`src/rtl/hazard_pkg.sv`:
```
// Shared types for the forwarding/hazard tracker: producer record and
// the "use register file" forwarding select code.
package hazard_pkg;

  // rd is stored zero-extended so one struct serves any REG_AW up to RD_W.
  localparam int RD_W   = 8;
  localparam int FWD_RF = 0;

  typedef struct packed {
    logic            v;
    logic [RD_W-1:0] rd;
    logic            rw;
    logic            ld;
  } entry_t;

endpackage

```
`src/rtl/fwd_port_sel.sv`:
```
// Priority match of one source operand against all tracked producers;
// youngest matching producer wins, loads too young to forward flag a hazard.
module fwd_port_sel
  import hazard_pkg::*;
#(
  parameter int NUM_STAGES = 2,
  parameter int LOAD_STAGE = 2,
  parameter int REG_AW     = 5,
  parameter int SEL_W      = 2
) (
  input  entry_t              entries [NUM_STAGES],
  input  logic [REG_AW-1:0]   rs,
  input  logic                rs_used,
  input  logic                ex_valid,
  output logic [SEL_W-1:0]    sel,
  output logic                hazard
);

  logic [NUM_STAGES-1:0] match;

  for (genvar gi = 0; gi < NUM_STAGES; gi++) begin : g_match
    assign match[gi] = entries[gi].v & entries[gi].rw & (rs != '0) &
                       (entries[gi].rd == RD_W'(rs)) & rs_used & ex_valid;
  end

  always_comb begin
    logic found;
    found  = 1'b0;
    sel    = SEL_W'(FWD_RF);
    hazard = 1'b0;
    for (int k = 0; k < NUM_STAGES; k++) begin
      if (!found && match[k]) begin
        found = 1'b1;
        if (entries[k].ld && (k + 1) < LOAD_STAGE) hazard = 1'b1;
        else                                       sel    = SEL_W'(k + 1);
      end
    end
  end

endmodule

```
`src/rtl/fwd_hazard_tracker.sv`:
```
// Forwarding and load-use hazard unit: shift register of in-flight producers,
// per-port forwarding select, stall generation and saturating stall counter.
module fwd_hazard_tracker
  import hazard_pkg::*;
#(
  parameter  int NUM_RS     = 2,
  parameter  int NUM_STAGES = 2,
  parameter  int LOAD_STAGE = 2,
  parameter  int REG_AW     = 5,
  parameter  int CNT_W      = 16,
  localparam int SEL_W      = $clog2(NUM_STAGES + 1)
) (
  input  logic                      clk,
  input  logic                      rst_n,
  input  logic                      ex_valid,
  input  logic                      ex_flush,
  input  logic [NUM_RS*REG_AW-1:0]  ex_rs,
  input  logic [NUM_RS-1:0]         ex_rs_used,
  input  logic [REG_AW-1:0]         ex_rd,
  input  logic                      ex_regwrite,
  input  logic                      ex_is_load,
  output logic [NUM_RS*SEL_W-1:0]   fwd_sel,
  output logic                      stall,
  output logic [CNT_W-1:0]          stall_cnt
);

  entry_t                   entries_q [NUM_STAGES];
  entry_t                   entries_d [NUM_STAGES];
  logic [CNT_W-1:0]         cnt_q, cnt_d;
  logic [NUM_RS-1:0]        hazard;
  logic [NUM_RS*SEL_W-1:0]  sel_raw;

  for (genvar gi = 0; gi < NUM_RS; gi++) begin : g_port
    fwd_port_sel #(
      .NUM_STAGES (NUM_STAGES),
      .LOAD_STAGE (LOAD_STAGE),
      .REG_AW     (REG_AW),
      .SEL_W      (SEL_W)
    ) u_sel (
      .entries  (entries_q),
      .rs       (ex_rs[gi*REG_AW +: REG_AW]),
      .rs_used  (ex_rs_used[gi]),
      .ex_valid (ex_valid),
      .sel      (sel_raw[gi*SEL_W +: SEL_W]),
      .hazard   (hazard[gi])
    );
  end

  // A flushed consumer never stalls; outputs are held quiet during reset.
  assign stall     = rst_n & ~ex_flush & (|hazard);
  assign fwd_sel   = rst_n ? sel_raw : '0;
  assign stall_cnt = cnt_q;

  always_comb begin
    entries_d[0].v  = ex_valid & ~stall & ~ex_flush;
    entries_d[0].rd = RD_W'(ex_rd);
    entries_d[0].rw = ex_regwrite;
    entries_d[0].ld = ex_is_load;
    for (int k = 1; k < NUM_STAGES; k++) entries_d[k] = entries_q[k-1];
    cnt_d = cnt_q;
    if (stall && cnt_q != '1) cnt_d = cnt_q + CNT_W'(1);
  end

  always_ff @(posedge clk) begin
    if (!rst_n) begin
      for (int k = 0; k < NUM_STAGES; k++) entries_q[k] <= '0;
      cnt_q <= '0;
    end else begin
      for (int k = 0; k < NUM_STAGES; k++) entries_q[k] <= entries_d[k];
      cnt_q <= cnt_d;
    end
  end

endmodule

```
`config.mk`:
```
export PLATFORM = sky130hd
export DESIGN_NAME = fwd_hazard_tracker
export DESIGN_NICKNAME = d
export VERILOG_FILES = /design/src/rtl/hazard_pkg.sv /design/src/rtl/fwd_port_sel.sv /design/src/rtl/fwd_hazard_tracker.sv
export SDC_FILE = /design/constraint.sdc
export NUM_CORES = 1
export LEC_CHECK = 0
export BUFFER_PORTS_ARGS = -buffer_cell sky130_fd_sc_hd__buf_2
export CAP_MARGIN = 10
export CORE_MARGIN = 3
export CORE_UTILIZATION = 50
export DETAILED_ROUTE_END_ITERATION = 7
export PLACE_DENSITY = 0.74
export SLEW_MARGIN = 25
export SYNTH_ARGS = -nofsm -noshare
export SYNTH_HDL_FRONTEND = slang
export SYNTH_SLANG_ARGS = --single-unit
```
`constraint.sdc`:
```
create_clock -name clk -period 2.4 [get_ports clk]
set_clock_uncertainty 0.05 [all_clocks]
set_input_delay 0.12 -clock clk [delete_from_list [all_inputs] [get_ports clk]]
set_output_delay 0.12 -clock clk [all_outputs]
set_load 0.02 [all_outputs]
```
==> flow_summary_export.csv, run 1 <==
group,metric,value,unit
cts,clkTransAtPathRegs,0.09,ns
critical_path,worstPathRequired,2.23,ns
timing,setup_slack,0.2563,ns
floorplan,io_pins,44,
placed_design,dp.cells,276,
grt,grt_max_degree,39,
floorplan,die_w,64.12,µm
yosys,synth_ff_type,"dfxtp_1",
yosys,syn_inst,194,
yosys,synth-edff-count,0,
timing,rsz0062_at_grt,"false",
cells_and_area,area_delta_synth_final,23.41,%
detailed_routing,drtIter0Drc,170,
cts,clk_latency,0.33,ns
timing,fmax,466.5,MHz
timing,setup_viol,0,
yosys,ys_ff_latch,31,
grt,grt_usage,0.2044,
yosys,synth_sequential_area_ratio,0.3674,
flow_run,maxCapViolCount,0,
yosys,synth_top_area_frac,0.3674,
yosys,yosysMostFrequentCell,"dfxtp_1",
critical_path,startpoint,"entries_d[3]",
timing,timing.hold.ws,0.03608,ns
detailed_routing,via_count,1611,
power,power.total,0.0009904,W
timing,hold_violations,0,
yosys,yosysWarnings,0,
detailed_routing,drt-wirelength-per-cell,13.51,µm
cells_and_area,nNetsFinal,270,
cts,ctsRootBufferMaster,"clkbuf_4",
yosys,synth.avg_cell_area,8.707,µm²
cts,clk_path_buf_depth,2,
critical_path,crit_arrival,1.97,ns
placed_design,gp_congestion,0.8750,
floorplan,coreArea,3128,µm²
cts,cts_resized,0,
yosys,synthesis.nets,218,
yosys,synthArstFlopShare,0,
placed_design,pre_cts_ws,0.3205,ns
detailed_routing,finalWirelength,3931,µm
cells_and_area,fin_cells,291,
critical_path,start_kind,"flop",
detailed_routing,drc,0,
critical_path,crit_fanout,4,
timing,slew_headroom,0.5801,
placed_design,hpwl,2794,µm
placed_design,io_buffers,43,
yosys,ys_top_cells_by_area,"dfxtp_1, xnor2_1, mux2i_1, and2_1, nand2_1",
critical_path,path_class,"reg2out",
floorplan,fp-row-count,20,
grt,gr-total-overflow,0,
cts,cts_max_level,2,
detailed_routing,first_pass_iters,4,
floorplan,dieArea,4111,µm²
cts,cts_tree,"built",
grt,grt_pass1_wl,6679,µm
yosys,synth_top_area_cell,"dfxtp_1",
floorplan,start_util,0.5400,
detailed_routing,vias_per_cell,5.536,
critical_path,r2r-start,"entries_d[3]",
timing,post-route-period-util,0.8932,
yosys,synth_area,1689,µm²
cells_and_area,layout-drive-gt1-share,0.2267,
grt,grt_pass1_vias,1414,
critical_path,crit_path_end_kind,"output pin",
yosys,synth_cell_types,39,
timing,finalMaxSlewViolations,0,
power,p_leak,0.8245,nW
floorplan,die_y,64.12,µm
detailed_routing,postRouteAntennaNets,0,
timing,fin_crit,2.144,ns
timing,tightestPinTransition,0.6298,ns
min_path,hold_class,"in2reg",
yosys,synth_commonest_cells,"dfxtp_1, nand2_1, and2_1, xnor2_1",
outcome,outcome,"finished clean",
cells_and_area,num_antenna_cells,0,
timing,setup_tns,0,ns
grt,antenna_found_initial,0,
min_path,min_from,"rst_n",
power,power_density,475.1,nW/µm²
cts,clock-sinks,31,
power,vdd_ir_drop_max,0.3748,mV
cts,cts-buffers-inserted,5,
## critical path, cell delays in order, from the launching register on
cell and delay, ns:
dfxtp_1 0.35, xnor2_1 0.19, nand4_1 0.16, nor4_1 0.55, and3b_1 0.23, buf_2 0.16
## layer usage
metal / GRT usage / share of wire / vias up
met5: 0 / 0 / -
met4: 0.06860 / 0.012 / 0
met3: 0.04921 / 0.060 / 7
met2: 0.2968 / 0.45 / 46
met1: 0.2946 / 0.48 / 746
li1: - / - / 812
## registers in the layout (all words and copies together), names as in the netlist
register / cells
stall_cnt: 16
entries_q: 7
entries_d: 8
## layout make-up
| class | count | area, µm² |
|---|---|---|
| fillers | 283 | 1044 |
| repair buffers | 54 | 315.3 |
| clock buffers | 8 | 68.82 |
| flip-flops and latches | 31 | 620.6 |
| multi-input cells | 153 | 1021 |
| inverters | 1 | 3.754 |
| well taps | 44 | 55.05 |
## path summary, 6_finish.rpt
check                  to  slack [ns]  depth (start not counted)
max            fwd_sel[0]        0.26                          5
min          entries_d[1]        0.04                          2
max reg2reg  stall_cnt[2]        0.34                          5
min reg2reg  stall_cnt[5]        0.43                          2
## power by group
| part | total, W | switching, W | internal (W) |
|---|---|---|---|
| logic | 0.000107 | 0.0000528 | 0.0000546 |
| registers | 0.000537 | 0.0000110 | 0.000526 |
| clock network | 0.000346 | 0.000174 | 0.000172 |
| total | 0.000990 | 0.000238 | 0.000753 |
## per-stage QoR
step | utilization | instance area (µm²)
6_report | 0.6664 | 2085
5_1_grt | 0.6664 | 2085
4_1_cts | 0.6664 | 2085
3_5_place_dp | 0.6220 | 1946
3_3_place_gp | 0.6220 | 1946
2_1_floorplan | - | 1689
## kinds of logic after synthesis
family | share of synthesized area
mux | 0.05926
flops | 0.3674
compound gates | 0.08371
buf+inv | 0.02814
fa+ha+maj | 0.007406
xor+xnor | 0.1037
simple gates | 0.3504
## layout by cell type (no fill, tap or decap), types with 7 or more instances in the layout
cell type / count
dlygate4sd3_1: 7
nand3_1: 8
xor2_1: 8
nor4_1: 10
nand2b_1: 9
and2_1: 14
nand2_1: 22
xnor2_1: 12
mux2i_1: 10
nand4_1: 10
dfxtp_1: 31
buf_2: 43
## what timing repair did
item                                   4_1_cts  5_1_grt
buffers inserted                             0        0
endpoints found under the hold margin        7        0
hold buffers                                 7        0
Note: power is estimated with default switching activity, not from simulation.
==> run 2, diff against run 1 <==
--- a/config.mk
+++ b/config.mk
@@ -11,6 +11,7 @@
 export CORE_UTILIZATION = 50
 export DETAILED_ROUTE_END_ITERATION = 7
 export PLACE_DENSITY = 0.74
+export RECOVER_POWER = 100
 export SLEW_MARGIN = 25
 export SYNTH_ARGS = -nofsm -noshare
 export SYNTH_HDL_FRONTEND = slang
==> flow_summary_export.csv, run 2 (synthesis gave the netlist of run 1 again) <==
group,metric,value,unit
outcome,outcome,"finished clean",
flow_run,maxCapViolCount,0,
floorplan,dieArea,4111,µm²
cts,clk_path_buf_depth,2,
placed_design,gp_congestion,0.8750,
cells_and_area,layout_commonest_cell,"dfxtp_1",
timing,tightestPinTransition,0.6397,ns
timing,fmax,451.9,MHz
cells_and_area,layout-drive-gt1-share,0.1538,
critical_path,reg2reg_depth,5,
timing,setup_tns,0,ns
cells_and_area,final_area,2062,µm²
grt,grt_max_degree,39,
timing,slew_headroom,0.5735,
detailed_routing,drc,0,
detailed_routing,route.met3.wl,267,µm
cts,clkTransAtPathRegs,0.09,ns
placed_design,hpwl,2794,µm
cells_and_area,largest_reg_flops,16,
grt,grt_pass1_wl,6679,µm
critical_path,crit_arrival,2.04,ns
cts,clk_latency,0.32,ns
grt,grt_usage,0.2044,
detailed_routing,postRouteAntennaNets,0,
floorplan,coreArea,3128,µm²
detailed_routing,top_layer_used,"met4",
critical_path,crit_path_end_kind,"output pin",
min_path,hold_class,"in2reg",
detailed_routing,wl_met1,1869,µm
cells_and_area,area_delta_synth_final,22.07,%
cells_and_area,num_antenna_cells,0,
cells_and_area,final_cell_mix,"dfxtp_1, nand2_1, buf_2",
cts,clock-sinks,31,
critical_path,worstPathRequired,2.23,ns
min_path,whs_path_depth,2,
power,power_density,479.7,nW/µm²
critical_path,crit_path_max_incr_delay,0.55,ns
cells_and_area,nNetsFinal,270,
critical_path,crit_slowest_cell,"nor4_1",
timing,post-route-period-util,0.9221,
detailed_routing,finalWirelength,3915,µm
floorplan,fp-row-count,20,
timing,fin_crit,2.213,ns
placed_design,dp.cells,276,
detailed_routing,first_pass_iters,4,
cells_and_area,fin_cells,291,
floorplan,io_pins,44,
critical_path,crit_fanout,4,
grt,gr-total-overflow,0,
power,p_leak,0.7392,nW
timing,finalMaxSlewViolations,0,
cts,ctsRootBufferMaster,"clkbuf_4",
cts,cts_tree,"built",
timing,rsz0062_at_grt,"false",
timing,setup_viol,0,
cts,cts-buffers-inserted,5,
cells_and_area,final_util,0.6592,
power,vdd_ir_drop_max,0.3745,mV
placed_design,io_buffers,43,
floorplan,die_w,64.12,µm
detailed_routing,via_count,1628,
critical_path,start_kind,"flop",
detailed_routing,dr_wl_met2,1732,µm
grt,antenna_found_initial,0,
detailed_routing,drt-wirelength-per-cell,13.45,µm
cts,cts_max_level,2,
floorplan,die_y,64.12,µm
critical_path,path_class,"reg2out",
detailed_routing,vias_per_cell,5.595,
grt,grt_pass1_vias,1414,
placed_design,place_area,1946,µm²
floorplan,start_util,0.5400,
detailed_routing,drtIter0Drc,138,
timing,timing.hold.ws,0.03445,ns
critical_path,crit_path_cell_trace,"xnor2_1 -> nand4_1 -> nor4_1 -> and3b_1 -> clkbuf_1",
timing,hold_violations,0,
[run 2: per-layer routing]
metal	track usage	up-vias
li1	-	811
met1	0.2946	751
met2	0.2968	59
met3	0.04921	7
met4	0.06860	0
met5	0	-
[run 2: timing repair]
action / CTS / global route
endpoints found under the setup margin: 0 / 0
buffers inserted: 0 / 0
resized for setup: 0 / 0
endpoints found under the hold margin: 7 / 0
hold buffers: 7 / 0
[run 2: layout make-up]
| cell class | count | area [µm²] |
|---|---|---|
| fill | 293 | 1066 |
| multi-input combinational | 153 | 1021 |
| sequential | 31 | 620.6 |
| timing repair buffer | 54 | 292.8 |
| clock buffer | 8 | 68.82 |
| tap | 44 | 55.05 |
| inverter | 1 | 3.754 |
[run 2: stage by stage]
step	power [W]	worst slack [ns]
final	0.0009891	0.1871
after global routing	0.001039	0.03379
after CTS	0.0009998	0.2566
after detailed placement	0.0006454	0.3205
after global placement	0.0006440	0.3782
after floorplan	0.0006025	0.3703
[run 2: critical path, delay by kind of cell (launching register included)]
| kind | cells | cell delay [ns] |
|---|---|---|
| XOR/XNOR | 1 | 0.19 |
| buffers and inverters | 1 | 0.23 |
| flip-flops | 1 | 0.35 |
| AND/OR/NAND/NOR | 3 | 0.94 |
[run 2: worst paths after layout]
check                from       endpoint  slack (ns)
max          entries_d[3]     fwd_sel[0]        0.19
min                 rst_n   entries_d[1]        0.03
max reg2reg  stall_cnt[2]  stall_cnt[12]        0.34
min reg2reg  stall_cnt[5]   stall_cnt[5]        0.44
[run 2: power breakdown]
part	internal, W	switching [W]	total, W
Combinational	0.0000544	0.0000525	0.000107
Sequential	0.000526	0.0000109	0.000537
Clock	0.000172	0.000173	0.000346
